## config.mk

```make
export PLATFORM = sky130hd
export DESIGN_NAME = cache_controller
export DESIGN_NICKNAME = d
export VERILOG_FILES = /design/src/rtl/cache_controller_pkg.sv /design/src/rtl/mux2to1.sv /design/src/rtl/cache_controller.sv
export SDC_FILE = /design/constraint.sdc
export NUM_CORES = 1
export LEC_CHECK = 0
export CORE_MARGIN = 3
export CORE_UTILIZATION = 25
export DETAILED_ROUTE_END_ITERATION = 16
export DONT_BUFFER_PORTS = 1
export HOLD_SLACK_MARGIN = 0.03
export SLEW_MARGIN = 0
export SYNTH_ARGS = -nofsm -noshare
export SYNTH_HDL_FRONTEND = slang
export SYNTH_SLANG_ARGS = --single-unit
```

## constraint.sdc

```tcl
create_clock -name clk -period 3 [get_ports clk]
set_clock_uncertainty 0.15 [all_clocks]
set_input_delay 0.75 -clock clk [delete_from_list [all_inputs] [get_ports clk]]
set_output_delay 0.75 -clock clk [all_outputs]
set_load 0.02 [all_outputs]
```

## src/rtl/cache_controller_pkg.sv

```systemverilog
// Shared widths, default data-memory base and FSM encoding for the cache controller.
package cache_controller_pkg;

  localparam int unsigned WORD_LEN       = 32;
  localparam int unsigned BLOCK_LEN      = 64;
  localparam int unsigned CACHE_ADDR_LEN = 17;

  localparam logic [WORD_LEN-1:0] DEFAULT_BASE_ADDR = 32'd1024;

  typedef enum logic [1:0] {
    IDLE       = 2'd0,
    SRAM_READ  = 2'd1,
    SRAM_WRITE = 2'd2
  } state_t;

endpackage

```

## src/rtl/mux2to1.sv

```systemverilog
// Generic 2:1 word multiplexer; picks the even or odd word of a fetched block.
module mux2to1 #(
  parameter int unsigned WORD_LEN = 32
) (
  input  logic                sel,
  input  logic [WORD_LEN-1:0] in0,
  input  logic [WORD_LEN-1:0] in1,
  output logic [WORD_LEN-1:0] out
);

  assign out = sel ? in1 : in0;

endmodule

```

## src/rtl/cache_controller.sv

```systemverilog
// Write-through, no-allocate-on-store controller between the MEM stage, a direct-mapped
// cache and a block-wide SRAM. Read hits complete in the same cycle.
module cache_controller
  import cache_controller_pkg::*;
#(
  parameter logic [WORD_LEN-1:0] BASE_ADDR = DEFAULT_BASE_ADDR
) (
  input  logic                      clk,
  input  logic                      rst,
  input  logic [WORD_LEN-1:0]       address,
  input  logic [WORD_LEN-1:0]       wdata,
  input  logic                      MEM_R_EN,
  input  logic                      MEM_W_EN,
  output logic [WORD_LEN-1:0]       rdata,
  output logic                      ready,
  output logic [CACHE_ADDR_LEN-1:0] cache_address,
  output logic [BLOCK_LEN-1:0]      cache_write_data,
  output logic                      cache_read_en,
  output logic                      cache_write_en,
  output logic                      invalidate,
  input  logic [WORD_LEN-1:0]       cache_read_data,
  input  logic                      cache_hit,
  output logic [WORD_LEN-1:0]       sram_address,
  output logic [WORD_LEN-1:0]       sram_wdata,
  output logic                      sram_read_en,
  output logic                      sram_write_en,
  input  logic [BLOCK_LEN-1:0]      sram_rdata,
  input  logic                      sram_ready
);

  state_t                    state_q;
  logic [WORD_LEN-1:0]       addr_q;
  logic [WORD_LEN-1:0]       wdata_q;
  logic [WORD_LEN-1:0]       fill_word;
  logic [CACHE_ADDR_LEN-1:0] live_idx;
  logic [CACHE_ADDR_LEN-1:0] lat_idx;
  logic                      st_req;
  logic                      rd_req;

  // Word index into the cache: byte offset from the data-memory base, modulo 2^32.
  assign live_idx = CACHE_ADDR_LEN'((address - BASE_ADDR) >> 2);
  assign lat_idx  = CACHE_ADDR_LEN'((addr_q - BASE_ADDR) >> 2);

  // A simultaneous load and store is handled as a store.
  assign st_req = MEM_W_EN;
  assign rd_req = MEM_R_EN & ~MEM_W_EN;

  assign cache_address = (state_q == IDLE) ? live_idx : lat_idx;

  mux2to1 #(
    .WORD_LEN(WORD_LEN)
  ) u_word_mux (
    .sel(lat_idx[0]),
    .in0(sram_rdata[WORD_LEN-1:0]),
    .in1(sram_rdata[BLOCK_LEN-1:WORD_LEN]),
    .out(fill_word)
  );

  always_ff @(posedge clk) begin
    if (!rst) begin
      state_q <= IDLE;
      addr_q  <= '0;
      wdata_q <= '0;
    end else begin
      case (state_q)
        IDLE: begin
          if (st_req) begin
            addr_q  <= address;
            wdata_q <= wdata;
            state_q <= SRAM_WRITE;
          end else if (rd_req && !cache_hit) begin
            addr_q  <= address;
            state_q <= SRAM_READ;
          end
        end
        SRAM_READ: begin
          if (sram_ready) state_q <= IDLE;
        end
        SRAM_WRITE: begin
          if (sram_ready) state_q <= IDLE;
        end
        default: state_q <= IDLE;
      endcase
    end
  end

  always_comb begin
    ready            = 1'b1;
    rdata            = '0;
    cache_write_data = '0;
    cache_read_en    = 1'b0;
    cache_write_en   = 1'b0;
    invalidate       = 1'b0;
    sram_address     = '0;
    sram_wdata       = '0;
    sram_read_en     = 1'b0;
    sram_write_en    = 1'b0;
    // Outputs stay at their idle values for as long as reset is held.
    if (rst) begin
      case (state_q)
        IDLE: begin
          if (st_req) begin
            invalidate = cache_hit;
            ready      = 1'b0;
          end else if (rd_req) begin
            if (cache_hit) begin
              cache_read_en = 1'b1;
              rdata         = cache_read_data;
            end else begin
              ready = 1'b0;
            end
          end
        end
        SRAM_READ: begin
          sram_read_en = 1'b1;
          sram_address = addr_q;
          ready        = sram_ready;
          if (sram_ready) begin
            cache_write_en   = 1'b1;
            cache_write_data = sram_rdata;
            rdata            = fill_word;
          end
        end
        SRAM_WRITE: begin
          sram_write_en = 1'b1;
          sram_address  = addr_q;
          sram_wdata    = wdata_q;
          ready         = sram_ready;
        end
        default: ;
      endcase
    end
  end

endmodule

```

## After elaboration in Yosys (flattened, before gate mapping)

Index checks and enable logic that the tools add are counted.
W data, S select, Z words.

| storage, ports and cells | value |
|---|---|
| flip-flop bits (word level) | 66 |
| bits of input ports | 166 |
| output and inout bits | 183 |
| word-level logic and storage cells | 59 |

| operators by class | value |
|---|---|
| $add $sub $neg | 2 |
| equality and inequality tests | 4 |
| mux-type cells | 40 |
| bitwise gates (word level) | 2 |
| reduce and logical (&&, ||, !) cells | 8 |

Operators with widths:

| kind | count |
|---|---|
| $mux W32 | 12 |
| $mux W64 | 3 |
| $pmux W32 S2 | 1 |
| $sub A19 B11 Y19 const B | 2 |
| $mux W1 | 18 |
| $mux W17 | 1 |
| $mux W2 | 3 |
| $reduce_and A2 Y1 | 3 |
| $pmux W2 S2 | 1 |
| $ne A3 B2 Y1 const B | 1 |
| $eq A2 B1 Y1 const B | 1 |
| $eq A2 B2 Y1 const B | 1 |
| $logic_not A2 Y1 | 1 |
| $ne A2 B1 Y1 const B | 1 |
| $pmux W1 S2 | 1 |
| $reduce_bool A2 Y1 | 1 |
| $reduce_or A2 Y1 | 1 |
| $and A1 B1 Y1 | 1 |
| $logic_and A1 B1 Y1 | 1 |
| $logic_not A1 Y1 | 1 |
| $not A1 Y1 | 1 |

## Longest topological paths before layout

Gate-level depths: netlist (run 1).

| logic depth | value |
|---|---|
| depth in word-level cells | 6 |
| gate-level depth with buffers | 9 |
| depth with buffers taken out | 7 |

## Cells and area by module

A second synthesis (run 1) with hierarchy kept.

| second synthesis, totals | value |
|---|---|
| cells, all modules | 619 |
| area, all modules | 4685.7 um^2 |

Modules (own cells, without submodules):

| module | times used | cells an instance | area each (um^2) | sequential area each (um^2) |
|---|---|---|---|---|
| cache_controller | 1 | 583 | 4141.5 | 1321.3 |
| mux2to1 | 1 | 36 | 544.3 | 0.0 |

## Least setup slack after synthesis (run 1)

OpenSTA, ideal clock, no wires.

| path | value |
|---|---|
| kind | register -> output |
| start | register state_q[0] |
| end | output port cache_address[12] |
| arrival time | 2387 ps |
| required time | 2100 ps |
| setup slack | -287 ps |
| stages on the path, launching flop included | 10 |
| path buffers | 2 |
| path through | dfxtp_1 > inv_1 > ha_1 > buf_4 > buf_2 > mux2i_1 > ha_1 > nand2_1 > xor2_1 > mux2i_1 |

| on the way | value |
|---|---|
| word-level cells in the longest chain between the ends | 2 |

Ends and longest elaborated chain:

| item | RTL line | RTL |
|---|---|---|
| start, declared | cache_controller.sv:31 | `state_t state_q;` |
| start signal, assigned | cache_controller.sv:61 | `state_q <= IDLE;` |
| start signal, assigned | cache_controller.sv:70 | `state_q <= SRAM_WRITE;` |
| start signal, assigned | cache_controller.sv:73 | `state_q <= SRAM_READ;` |
| $logic_not A2 Y1 | cache_controller.sv:48 | `assign cache_address = (state_q == IDLE) ? live_idx : lat_idx;` |
| $mux W17 | cache_controller.sv:48 |  |
| end, declared | cache_controller.sv:16 | `output logic [CACHE_ADDR_LEN-1:0] cache_address,` |

No other way between the ends.

## Final worst setup path (run 1)

| path | value |
|---|---|
| start | register state_q[0] |
| end | output port cache_address[14] |

Same word-level chain as after synthesis.

==> metrics.md, run 1 <==
| Metric | Value |
|---|---|
| IO Pins | 349 |
| Status | completed |
| Leak pwr | 2.389 nW |
| GPL Wtd Cong | 0.9281 |
| Final WS setup | 0.07874 ns |
| Dpl cells | 878 |
| EDFF count, synth | 0 |
| Worst setup path class | reg -> out |
| Largest net degree at the start of global routing | 70 |
| Synthesized instance count | 650 |
| Die extent in y | 140.4 µm |
| Drt total wl | 19.76 mm |
| Vias in the first global route | 4,409 |
| Initial antenna violation count | 0 |
| Chip Width | 140.4 µm |
| Clock transition at path regs | 0.06 ns |
| Final #Nets | 841 |
| Max IR drop VDD | 0.0003679 V |
| Hold Fails Final Rpt | 0 |
| Yosys Warn Count | 0 |
| Fmax | 0.3423 GHz |
| Final Cell Area | 5528 µm² |
| Crit path max fanout | 6 |
| Unique cell type count in the Yosys netlist | 33 |
| Number of cell rows | 48 |
| Slew Limit Fails | 0 |
| Most used cell, CP | ha_4 |
| Htree depth | 3 |
| Max-cap violations | 0 |
| Top post-synthesis cells by area | dfxtp_1 29%, nand2_1 11%, a21oi_1 11% |
| Setup TNS | 0 ns |
| Mean Syn Cell Area | 6.943 µm² |
| CTS tree | built |
| Max incr delay on CP | 0.34 ns |
| Setup crit end kind | output port |
| Dpl cell area | 5054 µm² |
| Top cells by count, synth | 133 x nand2_1, 99 x a21oi_1, 75 x nor2_1, 66 x and2_1, 66 x dfxtp_1 |
| Main flop type after synthesis | dfxtp_1 |
| Worst-Margin Slew | 0.6428 ns |
| Yosys reg bits | 66 |
| DR pass1 iterations | 5 |
| Setup slack at placement | 0.08476 ns |
| Clock buffer depth | 2 |
| Starting DRT DRC Count | 221 |
| Worst Hold Class | reg -> reg |
| Remaining Overflow, GRT | 0 |
| Sink Count | 66 |
| CTS buffer count | 9 |
| Top cell type's share of synthesized area | 0.2928 |
| Final setup vio count | 0 |
| Most numerous cell in the Yosys netlist | nand2_1 |
| Slew HR | 0.5715 |
| Worst Path Arrival | 2.02 ns |
| Initial Util | 0.2582 |
| FFs w/ async S/R, synth | 0 |
| Layout cells sized above 1 | 0.1630 |
| Critical path required time | 2.10 ns |
| Tot GR Track Use | 0.1829 |
| DIE AREA | 19,700 µm² |
| Post-CTS Hold Fix Bufs | 0 |
| Core Box Area | 17,480 µm² |
| Syn_nets | 821 |
| Clk_lat worst skew | 0.32 ns |
| Post-synth top area cell | dfxtp_1 |
| DR vias | 4,651 |
| Routed Antenna Nets | 0 |
| First-pass GRT wire length | 27.95 mm |
| PD cells | 601.9 nW/µm² |
| Hold Slack | 0.2977 ns |
| Slowest CP cell | dfxtp_1 |
| Post-DP HPWL | 15.10 mm |
| Area grow syn2layout | 22.48% |
| Tmin final | 2.921 ns |
| Vias/cell | 5.168 |
| DRC errors left | 0 |
| Setup crit start kind | flop |
| Area of the mapped netlist | 4513 µm² |
| N_diodes | 0 |
| Register area share after synthesis | 0.2928 |
| Crit share post-route | 0.9738 |
| Wire per inst | 21.96 µm |
| Final non-filler cell total | 900 |
| Port buffer count | 0 |
| Clock root cell | clkbuf_16 |
| Sequence of cells on the critical path | inv_2, ha_4, mux2i_4, ha_4, o21ai_1, nor2_1, xnor2_1, buf_4 |
## routing by layer
| metal | track usage | wire length, µm | part of all wire |
|---|---|---|---|
| met2 | 0.3271 | 10080 | 0.51 |
| met5 | 0 | 0 | 0 |
| met1 | 0.2069 | 7226 | 0.37 |
| met3 | 0.06282 | 2077 | 0.11 |
| met4 | 0.04895 | 381 | 0.019 |
## through the flow
step,total power (W),utilization
CTS,0.003323,0.3106
finish,0.003327,0.3163
global route,0.003505,0.3163
global placement,0.002058,0.2892
floorplan,0.001825,-
detailed placement,0.002073,0.2892
## cell usage in the layout, fill, tap and decap left out, types with 2 or more instances in the layout
| cell type | Yosys | layout |
|---|---|---|
| buf_12 | 0 | 4 |
| buf_4 | 10 | 59 |
| nor3_1 | 5 | 5 |
| ha_1 | 5 | 3 |
| ha_4 | 0 | 2 |
| nor2_4 | 0 | 2 |
| and2_1 | 66 | 67 |
| clkinvlp_4 | 0 | 3 |
| mux2i_1 | 41 | 38 |
| o21ai_0 | 2 | 2 |
| inv_2 | 1 | 3 |
| nor3_2 | 2 | 2 |
| xor2_1 | 3 | 3 |
| bufinv_16 | 0 | 3 |
| nor2_1 | 75 | 74 |
| mux2i_2 | 0 | 2 |
| dfxtp_1 | 66 | 65 |
| mux2_2 | 8 | 8 |
| xnor2_1 | 5 | 4 |
| clkbuf_16 | 0 | 11 |
| a21oi_1 | 99 | 99 |
| nand2_1 | 133 | 132 |
| and3_1 | 65 | 65 |
## worst max-delay path, delay by kind of cell, from the launching register on
kind                       cells  cell delay (ns)
AOI/OAI and AO/OA              1             0.10
xor gates and xnor gates       1             0.15
adders and majority gates      2             0.40
buffers and inverters          2             0.28
DFF                            1             0.34
muxes                          1             0.28
and+or+nand+nor                1             0.14
## cell type report
cell class / count / area, µm²
clock inverter: 7 / 117.6
clock buffer: 9 / 225.2
sequential: 66 / 1323
fill: 1896 / 11950
tap: 225 / 281.5
inverter: 4 / 15.01
multi-input combinational: 524 / 2993
timing repair buffer: 65 / 573.1
## final timing paths
| kind | from | end | slack [ns] | depth (start not counted) |
|---|---|---|---|---|
| min reg2reg | wdata_q[9] | wdata_q[9] | 0.30 | 2 |
| max | state_q[0] | cache_address[14] | 0.08 | 8 |
| min | wdata_q[9] | wdata_q[9] | 0.30 | 2 |
| max reg2reg | state_q[0] | addr_q[3] | 0.96 | 7 |
## state kept, by name (all words and copies together) (netlist names)
| register | count |
|---|---|
| addr_q | 32 |
| wdata_q | 32 |
| state_q | 2 |
## power breakdown
group          switching, W  internal (W)
sequential        0.0000654      0.000968
clock              0.000404      0.000810
combinational      0.000672      0.000408
## kinds of logic after synthesis
logic type                 count (synthesis)  share of synthesized area
DFF                                       66                     0.2928
buffers and inverters                     60                    0.06598
and+or+nand+nor                          354                     0.3776
adders and majority gates                  5                    0.01386
muxes                                     49                     0.1109
xor gates and xnor gates                   8                    0.01553
AOI/OAI and AO/OA                        108                     0.1234
## repair_timing
| action | in CTS | in global routing |
|---|---|---|
| pin swaps | 1 | 4 |
| gates resized for setup | 5 | 7 |
| buffers inserted | 2 | 2 |
| endpoints found under the setup margin | 40 | 101 |
| gates cloned | 0 | 2 |
Note: power is estimated with default switching activity, not from simulation.
==> run 2: changes to the inputs <==
RECOVER_POWER = 25   (was not set)
==> run 2 against run 1 <==
  * Setup slack worse by 0.0017 ns
  * Non-clock buffer count is the same
  * Combinational power about the same
  * Flip-flop and latch count did not move
  * Wire length unchanged
  * Via count grew 0.15%
  * Hold slack unchanged
  * Cell count unchanged
  * Clock-buffer cell count unchanged
==> metrics.md, run 2 (synthesized netlist as in run 1, its figures left out) <==
| Metric | Value |
|---|---|
| Status | completed (unchanged) |
| R2R depth | 8 (was 7) |
| Tmin final | 2.923 ns (was 2.921 ns) |
| Slew Limit Fails | 0 (unchanged) |
| IO Pins | 349 (unchanged) |
| Hold Slack | 0.2977 ns (unchanged) |
| Final WS setup | 0.07709 ns (was 0.07874 ns) |
| Vias/cell | 5.176 (was 5.168) |
| Commonest cells after routing, fill and taps aside | 132 x nand2_1, 99 x a21oi_1, 74 x nor2_1 (unchanged) |
| Layout cells sized above 1 | 0.1630 (unchanged) |
| WHS Endpoint | wdata_q[9] (unchanged) |
| Wire per inst | 21.96 µm (unchanged) |
| DR pass1 iterations | 5 (unchanged) |
| Setup crit start kind | flop (unchanged) |
| Worst Path Arrival | 2.02 ns (about the same) |
| Reg2Reg Setup Slack | 0.80 ns (was 0.96 ns) |
| Hold Fails Final Rpt | 0 (unchanged) |
| N_diodes | 0 (unchanged) |
| Crit share post-route | 0.9743 (was 0.9738) |
| Sink Count | 66 (unchanged) |
| Initial Util | 0.2582 (unchanged) |
| Htree depth | 3 (unchanged) |
| Max IR drop VDD | 0.0003673 V (was 0.0003679 V) |
| Max-cap violations | 0 (unchanged) |
| Biggest regs | addr_q: 32 flops, wdata_q: 32 flops, state_q: 2 flops (unchanged) |
| First-pass GRT wire length | 27.95 mm (unchanged) |
| Starting DRT DRC Count | 217 (was 221) |
| Vias in the first global route | 4,409 (unchanged) |
| Final #Nets | 841 (unchanged) |
| Drt total wl | 19.76 mm (unchanged) |
| Clock transition at path regs | 0.06 ns (about the same) |
| PD cells | 601.8 nW/µm² (was 601.9 nW/µm²) |
| DR vias | 4,658 (was 4,651) |
| Fmax | 0.3421 GHz (was 0.3423 GHz) |
| Crit Reg-Reg Endpoint | state_q[1] (was addr_q[3]) |
| Hold depth | 2 (unchanged) |
| Post-DP HPWL | 15.10 mm (unchanged) |
| Reg-to-Reg Start | state_q[0] (unchanged) |
| Crit path max fanout | 6 (unchanged) |
| GPL Wtd Cong | 0.9281 (unchanged) |
| Total Power | 0.003325 W (was 0.003327 W) |
| Tot GR Track Use | 0.1829 (unchanged) |
| DRC errors left | 0 (unchanged) |
| Port buffer count | 0 (unchanged) |
| Setup crit end kind | output port (unchanged) |
| Setup slack at placement | 0.08476 ns (unchanged) |
| Initial antenna violation count | 0 (unchanged) |
| Area grow syn2layout | 22.43% (was 22.48%) |
| Leak pwr | 2.388 nW (was 2.389 nW) |
| CTS buffer count | 9 (unchanged) |
| Die extent in y | 140.4 µm (unchanged) |
| Core Box Area | 17,480 µm² (unchanged) |
| Remaining Overflow, GRT | 0 (unchanged) |
| Worst Hold Class | reg -> reg (unchanged) |
| Routed Antenna Nets | 0 (unchanged) |
| Chip Width | 140.4 µm (unchanged) |
| DIE AREA | 19,700 µm² (unchanged) |
| Slew HR | 0.5332 (was 0.5715) |
| Clock buffer depth | 2 (unchanged) |
| Largest net degree at the start of global routing | 70 (unchanged) |
| Number of fill cells | 1,897 (was 1,896) |
| Critical path required time | 2.10 ns (about the same) |
| Worst setup path class | reg -> out (unchanged) |
| CTS tree | built (unchanged) |
| Number of cell rows | 48 (unchanged) |
| Crit. Startpoint | state_q[0] (unchanged) |
| Clock root cell | clkbuf_16 (unchanged) |
| Final setup vio count | 0 (unchanged) |
| HP Start | wdata_q[9] (unchanged) |
| Commonest non-fill, non-tap cell in the layout | nand2_1 (unchanged) |
| Clk_lat worst skew | 0.32 ns (about the same) |
| Worst-Margin Slew | 0.7002 ns (was 0.6428 ns) |
[run 2: cell count changes in the layout (fill, tap and decap cells not counted), sizes merged]
cell,delta
buf,-1
clkbuf,+1
[run 2: layer usage]
layer  share of wire  GRT usage  routed length, µm
met1            0.37     0.2069               7284
met2            0.51     0.3271              10090
met3            0.10    0.06282               2006
met4           0.019    0.04895                381
met5               0          0                  0
[run 2: what timing repair did]
action,CTS,global route
buffers inserted,2,2
endpoints found under the hold margin,0,0
gates cloned,0,2
hold buffers,0,0
pin swaps,1,4
resized for setup,5,7
setup endpoints to repair,40,101
[run 2: metrics by stage]
step                      std cells    TNS, ns    util  area (µm²)
after global placement          878          0  0.2892        5054
final                           900          0  0.3162        5525
after floorplan                 650          0       -        4539
after global routing            900  -0.008050  0.3162        5525
after CTS                       896          0  0.3106        5429
after detailed placement        878          0  0.2892        5054
[run 2: worst max path at each step]
stage | endpoint | cells past startpoint
after floorplan | cache_address[16] | 9
after global placement | cache_address[16] | 7
after detailed placement | cache_address[14] | 8
after CTS | cache_address[14] | 8
after global routing | cache_address[14] | 8
final | cache_address[14] | 8
[run 2: where the power goes]
part           internal [W]  switching, W  total, W  leakage [nW]
Combinational      0.000407      0.000672   0.00108          1.69
Sequential         0.000968     0.0000654   0.00103         0.543
Clock              0.000810      0.000403   0.00121         0.158
Total               0.00218       0.00114   0.00333          2.39
[run 2: layout make-up]
cell class	count	area, µm²	area share
multi-input cells	524	2993	0.5417
flip-flops and latches	66	1323	0.2394
clock inverters	7	117.6	0.02129
clock buffers	9	225.2	0.04076
repair buffers	65	570.5	0.1033
well taps	225	281.5	0.05095
inverters	4	15.01	0.002717
[run 2: worst max-delay path: stages, from the launching register on]
cell and delay (ns):
dfxtp_1 0.34, inv_2 0.11, ha_4 0.22, mux2i_4 0.28, ha_4 0.18, o21ai_1 0.10
nor2_1 0.14, xnor2_1 0.15, buf_4 0.17
